[src/rtl/frogger_pkg.sv]
// Shared game constants: FSM state encoding, default lives limits and
// CLOCK_50-derived timing.
package frogger_pkg;

  // Lives manager state encoding
  localparam logic [1:0] IDLE     = 2'd0;
  localparam logic [1:0] PLAY     = 2'd1;
  localparam logic [1:0] RESPAWN  = 2'd2;
  localparam logic [1:0] GAMEOVER = 2'd3;

  localparam int unsigned CLOCK_50_HZ            = 50_000_000;
  localparam int unsigned LIVES_INIT_DEFAULT     = 5;
  localparam int unsigned LIVES_MAX_DEFAULT      = 7;
  // One second of CLOCK_50
  localparam int unsigned RESPAWN_CYCLES_DEFAULT = CLOCK_50_HZ;

endpackage

[src/rtl/cc_respawn_timer.sv]
// Up-counter with synchronous clear and enable. Counts COUNT_CYCLES enabled
// clocks, then wraps to zero.
//   clk, rst_n      : clock, asynchronous active-low reset
//   clear           : force count to zero (wins over enable)
//   enable          : advance the count this cycle
//   tcPulse_c       : combinational, high on the enabled cycle that ends the window
module cc_respawn_timer #(
  parameter int unsigned COUNT_CYCLES    = 50_000_000,
  parameter int unsigned COUNT_DATAWIDTH = 26
) (
  input  logic clk,
  input  logic rst_n,
  input  logic clear,
  input  logic enable,
  output logic tcPulse_c
);

  logic [COUNT_DATAWIDTH-1:0] count;

  // Terminal count only fires while enabled, so a pause holds it off
  assign tcPulse_c = enable && (count == COUNT_DATAWIDTH'(COUNT_CYCLES - 1));

  // Count register
  always_ff @(posedge clk or negedge rst_n) begin
    if (!rst_n) begin
      count <= '0;
    end else if (clear || tcPulse_c) begin
      count <= '0;
    end else if (enable) begin
      count <= count + COUNT_DATAWIDTH'(1);
    end
  end

endmodule

[src/rtl/cc_lives_manager.sv]
// Owns the frog's lives count: loads it on start, decrements on a hit,
// saturates bonus lives, runs a post-death respawn window and flags game over.
//   CLOCK_50 / RESET_InLow : clock, asynchronous active-low reset
//   start/hit/bonus        : one-cycle pulses; start has top priority
//   pause                  : level, freezes the respawn window
//   lives_Out              : current lives count
//   playing/respawn        : high in PLAY / RESPAWN
//   gameover_OutLow        : low in GAMEOVER
//   death_OutHigh          : one-cycle pulse per accepted hit
module cc_lives_manager
  import frogger_pkg::*;
#(
  parameter int unsigned LIVES_DATAWIDTH   = 3,
  parameter int unsigned LIVES_INIT        = LIVES_INIT_DEFAULT,
  parameter int unsigned LIVES_MAX         = LIVES_MAX_DEFAULT,
  parameter int unsigned RESPAWN_CYCLES    = RESPAWN_CYCLES_DEFAULT,
  parameter int unsigned RESPAWN_DATAWIDTH = 26
) (
  input  logic                       CC_LIVES_MANAGER_CLOCK_50,
  input  logic                       CC_LIVES_MANAGER_RESET_InLow,
  input  logic                       CC_LIVES_MANAGER_start_InHigh,
  input  logic                       CC_LIVES_MANAGER_hit_InHigh,
  input  logic                       CC_LIVES_MANAGER_bonus_InHigh,
  input  logic                       CC_LIVES_MANAGER_pause_InHigh,
  output logic [LIVES_DATAWIDTH-1:0] CC_LIVES_MANAGER_lives_Out,
  output logic                       CC_LIVES_MANAGER_playing_OutHigh,
  output logic                       CC_LIVES_MANAGER_respawn_OutHigh,
  output logic                       CC_LIVES_MANAGER_gameover_OutLow,
  output logic                       CC_LIVES_MANAGER_death_OutHigh
);

  localparam logic [LIVES_DATAWIDTH-1:0] LIVES_ONE     = LIVES_DATAWIDTH'(1);
  localparam logic [LIVES_DATAWIDTH-1:0] LIVES_INIT_W  = LIVES_DATAWIDTH'(LIVES_INIT);
  localparam logic [LIVES_DATAWIDTH-1:0] LIVES_MAX_W   = LIVES_DATAWIDTH'(LIVES_MAX);

  logic                       clk;
  logic                       rst_n;
  logic [1:0]                 state;
  logic [1:0]                 stateNext;
  logic [LIVES_DATAWIDTH-1:0] lives;
  logic [LIVES_DATAWIDTH-1:0] livesNext;
  logic [LIVES_DATAWIDTH-1:0] livesInc;
  logic                       deathNext;
  logic                       timerClear;
  logic                       timerEnable;
  logic                       timerDone_c;

  assign clk   = CC_LIVES_MANAGER_CLOCK_50;
  assign rst_n = CC_LIVES_MANAGER_RESET_InLow;

  // Respawn window advances only while in RESPAWN and not paused
  assign timerEnable = (state == RESPAWN) && !CC_LIVES_MANAGER_pause_InHigh;

  cc_respawn_timer #(
    .COUNT_CYCLES   (RESPAWN_CYCLES),
    .COUNT_DATAWIDTH(RESPAWN_DATAWIDTH)
  ) respawnTimer (
    .clk      (clk),
    .rst_n    (rst_n),
    .clear    (timerClear),
    .enable   (timerEnable),
    .tcPulse_c(timerDone_c)
  );

  // Saturating bonus increment
  assign livesInc = (lives >= LIVES_MAX_W) ? LIVES_MAX_W : lives + LIVES_ONE;

  // Next-state and lives update
  always_comb begin
    stateNext  = state;
    livesNext  = lives;
    deathNext  = 1'b0;
    timerClear = 1'b0;
    if (CC_LIVES_MANAGER_start_InHigh) begin
      stateNext  = PLAY;
      livesNext  = LIVES_INIT_W;
      timerClear = 1'b1;
    end else begin
      case (state)
        PLAY: begin
          if (CC_LIVES_MANAGER_hit_InHigh) begin
            deathNext  = 1'b1;
            timerClear = 1'b1;
            if (CC_LIVES_MANAGER_bonus_InHigh) begin
              // Bonus re-adds the life just lost; at one life it saves the game
              stateNext = RESPAWN;
              livesNext = (lives <= LIVES_ONE) ? LIVES_ONE : lives;
            end else if (lives <= LIVES_ONE) begin
              stateNext = GAMEOVER;
              livesNext = '0;
            end else begin
              stateNext = RESPAWN;
              livesNext = lives - LIVES_ONE;
            end
          end else if (CC_LIVES_MANAGER_bonus_InHigh) begin
            livesNext = livesInc;
          end
        end
        RESPAWN: begin
          if (CC_LIVES_MANAGER_bonus_InHigh) begin
            livesNext = livesInc;
          end
          if (timerDone_c) begin
            stateNext = PLAY;
          end
        end
        GAMEOVER: begin
          livesNext = '0;
        end
        default: begin
          stateNext = state;
        end
      endcase
    end
  end

  // State, lives and output decode registers
  always_ff @(posedge clk or negedge rst_n) begin
    if (!rst_n) begin
      state                            <= IDLE;
      lives                            <= '0;
      CC_LIVES_MANAGER_lives_Out       <= '0;
      CC_LIVES_MANAGER_playing_OutHigh <= 1'b0;
      CC_LIVES_MANAGER_respawn_OutHigh <= 1'b0;
      CC_LIVES_MANAGER_gameover_OutLow <= 1'b1;
      CC_LIVES_MANAGER_death_OutHigh   <= 1'b0;
    end else begin
      state                            <= stateNext;
      lives                            <= livesNext;
      CC_LIVES_MANAGER_lives_Out       <= livesNext;
      CC_LIVES_MANAGER_playing_OutHigh <= (stateNext == PLAY);
      CC_LIVES_MANAGER_respawn_OutHigh <= (stateNext == RESPAWN);
      CC_LIVES_MANAGER_gameover_OutLow <= (stateNext != GAMEOVER);
      CC_LIVES_MANAGER_death_OutHigh   <= deathNext;
    end
  end

endmodule
[config.mk]
export PLATFORM = sky130hd
export DESIGN_NAME = cc_lives_manager
export DESIGN_NICKNAME = d
export VERILOG_FILES = /design/src/rtl/frogger_pkg.sv /design/src/rtl/cc_respawn_timer.sv /design/src/rtl/cc_lives_manager.sv
export SDC_FILE = /design/constraint.sdc
export NUM_CORES = 1
export LEC_CHECK = 0
export CORE_ASPECT_RATIO = 1.1
export CORE_UTILIZATION = 35
export DETAILED_ROUTE_END_ITERATION = 8
export DONT_BUFFER_PORTS = 1
export GPL_TIMING_DRIVEN = 0
export HOLD_SLACK_MARGIN = 0.02
export PLACE_DENSITY_LB_ADDON = 0.08
export SLEW_MARGIN = 40
export SYNTH_ARGS = -nofsm -noshare
export SYNTH_HDL_FRONTEND = slang
export SYNTH_SLANG_ARGS = --single-unit
[constraint.sdc]
create_clock -name CC_LIVES_MANAGER_CLOCK_50 -period 1.8 [get_ports CC_LIVES_MANAGER_CLOCK_50]
set_input_delay 0.36 -clock CC_LIVES_MANAGER_CLOCK_50 [delete_from_list [all_inputs] [get_ports CC_LIVES_MANAGER_CLOCK_50]]
set_output_delay 0.36 -clock CC_LIVES_MANAGER_CLOCK_50 [all_outputs]
set_load 0.05 [all_outputs]
# [Word-level counts from Yosys, hierarchy flattened]
# Index checks and enable logic that the tools add are counted.
[totals] reg_bits=35 inputBits=6 out_inout_bits=7 wordCells=47
[classes] n_addsub=3 order_cmp=2 eq_ne=8 muxes=20 n_reduce_logical=7
[ops] operator="$mux 26" count=2
[ops] operator="$add 26x1->26 const B" count=1
[ops] operator="$eq 26x26->1 const B" count=1
[ops] operator="$mux 3" count=7
[ops] operator="$pmux 3 s3" count=1
[ops] operator="$eq 2x2->1 const B" count=3
[ops] operator="$mux 1" count=6
[ops] operator="$mux 2" count=3
[ops] operator="$ne 5x5->1 const B" count=1
[ops] operator="$eq 2x1->1 const B" count=2
[ops] operator="$pmux 2 s2" count=1
[ops] operator="$reduce_bool 4->1" count=1
[ops] operator="$add 3x1->3 const B" count=1
[ops] operator="$ge 3x3->1 const B" count=1
[ops] operator="$le 3x1->1 const B" count=1
[ops] operator="$sub 3x1->3 const B" count=1
[ops] operator="$logic_and 1x1->1" count=2
[ops] operator="$ne 2x2->1 const B" count=1
[ops] operator="$reduce_and 2->1" count=1
[ops] operator="$reduce_bool 2->1" count=1
[ops] operator="$logic_not 1->1" count=1
[ops] operator="$logic_or 1x1->1" count=1

# [Longest topological paths before layout]
# Gate-level depths: netlist of the first run.
[logic_depth] depth_word=7 mapped_depth=10 ltp_nobuf=7

# [Cells and area by module]
# A second synthesis of the first run with hierarchy kept.
[hier_totals] hier_cells=225 hier_area_um2=2107.0
[modules_own_cells] mod="cc_respawn_timer" instances=1 cells_each=149 area_each_um2=1416.4 seq_area_each_um2=650.6
[modules_own_cells] mod="cc_lives_manager" instances=1 cells_each=76 area_each_um2=690.7 seq_area_each_um2=226.5

# [Worst setup path before layout of the first run]
# OpenSTA, ideal clock, no wires.
[synth_timing] path_type="reg-to-reg" from="register lives[1]" to="register lives[2]" setup_ns=0.126 arrival_time_ns=1.946 t_required_ns=1.674 path_slack_ns=-0.272 stages_incl_launch_ff=7 path_buffers=0 synth_period_minus_slack_ns=2.072 cell_sequence="dfrtp_1 -> inv_1 -> ha_1 -> o21bai_1 -> a21boi_0 -> a31oi_1 -> a221o_1"
[synth_between] elab_chain_cells=6 word_cells_on_any_way=13 cone_classes="add/sub (2); order compare (2); eq/ne (1); mux (7); reduce/logical (1)"
[synth_lines] item="from (decl)" line_no="cc_lives_manager.sv:40" text="logic [LIVES_DATAWIDTH-1:0] lives;"
[synth_lines] item="from (signal assigned)" line_no="cc_lives_manager.sv:129" text="lives <= livesNext;"
[synth_lines] item="$add 3x1->3, or another cell as far along" line_no="cc_lives_manager.sv:66" text="assign livesInc = (lives >= LIVES_MAX_W) ? LIVES_MAX_W : lives + LIVES_ONE;"
[synth_lines] item="$mux 3, on equally long branches" line_no="cc_lives_manager.sv:66, cc_lives_manager.sv:88"
[synth_lines] item="$mux 3, on equally long branches" line_no="cc_lives_manager.sv:95, cc_lives_manager.sv:100, cc_lives_manager.sv:84"
[synth_lines] item="$mux 3" line_no="cc_lives_manager.sv:81" text="if (CC_LIVES_MANAGER_hit_InHigh) begin"
[synth_lines] item="$pmux 3 s3" line_no="cc_lives_manager.sv:79" text="case (state)"
[synth_lines] item="$mux 3" line_no="cc_lives_manager.sv:74" text="if (CC_LIVES_MANAGER_start_InHigh) begin"
# Parallel ways exist; a longest one is shown, timed or not.
# A chain may end at the register's enable or synchronous reset.

# [Worst setup path after layout of the first run]
[layout_timing] from="register respawnTimer.count[10]" to="register respawnTimer.count[18]"
[layout_between] elab_chain_cells=4 word_cells_on_any_way=7 cone_classes="add/sub (1); eq/ne (1); mux (2); reduce/logical (3)"
[layout_lines] item="from (decl)" line_no="cc_respawn_timer.sv:18" text="logic [COUNT_DATAWIDTH-1:0] count;"
[layout_lines] item="from (signal assigned)" line_no="cc_respawn_timer.sv:30" text="count <= count + COUNT_DATAWIDTH'(1);"
[layout_lines] item="branches (longest 4 deep; another with $add 26x1->26)"
# Several ways; the timed one is not identified. The select of a mux whose other input is x is not followed.

==> out/metrics.yaml, run 1 <==
status:
  status: "finished, violations left"
  violations: "negative setup slack"
placement:
  gp_congestion: 0.8028
  hpwl_um: 3322
  dp.cells: 304
  portBuffers: 0
synth:
  synth.yosys.seq_area_share: 0.4210
  post_synth_inst_count: 227
  syn_nets: 241
  synth-edff-count: 0
  synthTopCellsByCount: "nor2_1, dfrtp_1, nand2_1, xor2_1"
  yosysMostFrequentCell: "nor2_1"
  synthFlopType: "dfrtp_1"
  yosys.area.top_type: "dfrtp_1"
  synth.area.top_cells: "dfrtp_1, nor2_1, xor2_1"
  syn_area_per_cell_sq_um: 9.177
  synthArstFlopShare: 1.000
  yosysUniqueCellTypes: 48
  ys_seq_elements: 35
  yosys_warnings: 0
  synth_area_sq_um: 2083
  synth_top_area_share: 0.4084
timing:
  period_share: 1.057
  skew_ps: 8.456
  slew_headroom: 0.5780
  drv_slew: 0
  setup_violations: 27
  hold_slack_ps: 231.0
  tightest_slew_ps: 633.0
  rsz0062_at_grt: "true"
  setup_ws_ps: -102.6
  final_hold_viol_count: 0
  min_period_ps: 1903
  max_freq_ghz: 0.5256
routing:
  antenna_left: 0
  dr.pass1.iters: 5
  drtIter0Drc: 32
  drcViolationCount: 0
  route.detailed.vias_per_inst: 5.312
  wirelength_um: 5291
  vias: 1753
  routedWlPerCell_um: 16.03
power:
  static-leakage-power_nw: 1.097
  powerDensity_nw_per_um2: 1179
  ir_drop_mv: 0.5458
die:
  dieArea_sq_um: 6265
  dieWidth_um: 75.56
  core_sq_um: 5769
  start_util: 0.3611
  chipHeight_um: 82.92
  fp-row-count: 29
  io_pins: 13
global_routing:
  grt_pass1_vias: 1721
  met1_usage: 0.2305
  use_met3: 0.03155
  grt.total_usage: 0.1748
  antenna_found_initial: 0
  grt_max_degree: 36
  busiest_layer: "met2"
  grt_use_met2: 0.2922
  grt_pass1_wl_um: 8404
  grt-ovfl-total: 0
worst_setup_path:
  critPathLaunchType: "flip-flop"
  crit_fanout: 7
  worst_setup_path_end_kind: "flip-flop"
  critPathRequiredTime_ps: 1970
  rrSetupSlack_ps: -100
  arrival_ps: 2080
  crit_type: "flip-flop to flip-flop"
clock_network:
  cts_tree: "built"
  cts-root-buf: "clkbuf_8"
  insertion_delay_ps: 290
  htreeDepth: 2
  numCtsBuffers: 5
  cts.sinks: 35
  clk_pin_slew_ps: 70
  clk_path_buf_depth: 2
worst_hold_path:
  min_path_type: "input pin to flip-flop"
layout:
  diodes: 0
  area_growth_pct: 37.42
  fin_nets: 266
  layout.cells.non_filler: 330
  fillers: 527
  drive_gt1_frac: 0.3953
flow_run:
  cap_violations: 0
==> metrics by stage <==
stage                     utilization  TNS [ps]  total power [mW]  area (sq um)  setup slack (ps)
final                          0.4962     -1899             3.376          2863            -102.6
after global routing           0.4962     -4364             3.566          2863            -183.8
after CTS                      0.4509     -1572             3.078          2601            -86.99
after detailed placement       0.3865     -7423             2.042          2230            -336.6
after global placement         0.3854     -9148             2.036          2223            -646.9
after floorplan                     -     -1712             1.842          2127            -121.4
==> registers in the layout, indices dropped and copies added, names as in the netlist <==
signal,count
state,2
CC_LIVES_MANAGER_gameover_OutLow,1
respawnTimer.count,26
CC_LIVES_MANAGER_respawn_OutHigh,1
CC_LIVES_MANAGER_death_OutHigh,1
CC_LIVES_MANAGER_playing_OutHigh,1
lives,3
==> placed cells by master (no fill, tap or decap), types with 3 or more instances in the layout <==
cell      synthesis  final
nand2_1          20     19
inv_1             9      6
nand4_1          11     11
xor2_1           13     13
ha_4              0      6
nor3_1            6      4
nand2b_1          5      3
buf_4             3     13
dfrtp_2           0      6
nor2_2            0     19
clkbuf_8          0      6
nor2_1           38     17
buf_6             1      4
nand3_1           6      6
xnor2_1          11     11
dfrtp_1          34     26
nand2b_4          1      3
==> report_power, final <==
part / switching, mW / total [mW] / internal [mW]
sequential: 0.349 / 1.24 / 0.890
clock: 0.299 / 0.608 / 0.309
combinational: 0.780 / 1.53 / 0.748
==> critical path: stages, from the launching register on <==
cell       delay, ps
dfrtp_1          430
nor4b_4          290
nand4_1          110
or4_4            620
nand2_8          140
clkbuf_16        160
nor2_2            30
==> final cells by class <==
type	instances	area [sq um]	area share
inverter	9	36.28	0.01267
timing repair buffer	21	222.7	0.07780
buffer	4	38.79	0.01355
tap	77	96.34	0.03365
multi-input combinational	176	1485	0.5188
sequential	35	892.1	0.3116
clock inverter	1	5.005	0.001748
clock buffer	7	86.33	0.03016
==> layer usage <==
metal	vias up	share of wire
met5	-	0
met4	0	0.0096
met1	870	0.47
li1	852	-
met2	25	0.50
met3	6	0.026
==> cells by family after synthesis <==
kind of cell             count (synthesis)  share of synthesized area
flip-flops                              35                     0.4210
adder cells (fa/ha/maj)                  8                    0.04805
buffers and inverters                   16                    0.03844
AND/OR/NAND/NOR                        110                     0.2733
AO/OA/AOI/OAI                           34                     0.1183
XOR/XNOR                                24                     0.1009
==> final timing paths <==
path / startpoint / endpoint / cells past startpoint
setup / recovery: respawnTimer.count[10] / respawnTimer.count[18] / 6
hold / removal: CC_LIVES_MANAGER_hit_InHigh / CC_LIVES_MANAGER_death_OutHigh / 2
setup reg to reg: respawnTimer.count[10] / respawnTimer.count[18] / 6
hold reg to reg: respawnTimer.count[25] / respawnTimer.count[25] / 2
max in group asynchronous: CC_LIVES_MANAGER_RESET_InLow / CC_LIVES_MANAGER_gameover_OutLow / 2
min in group asynchronous: CC_LIVES_MANAGER_RESET_InLow / lives[1] / 2
==> timing repair <==
action                                  in CTS  in global routing
hold buffers                                 2                  0
cloned                                       0                  2
pin swaps                                   18                 13
buffers inserted                            10                  7
endpoints found under the setup margin      30                 30
endpoints found under the hold margin       35                  0
gates resized for setup                     36                 50
No activity file was read; power rests on OpenSTA's default activity.
==> run 2: changes to the inputs <==
Settings changed: CTS_CLUSTER_DIAMETER set to 30.
==> results of run 2 <==
Same layout as run 1: the final DEF is identical, and so are final timing and power.
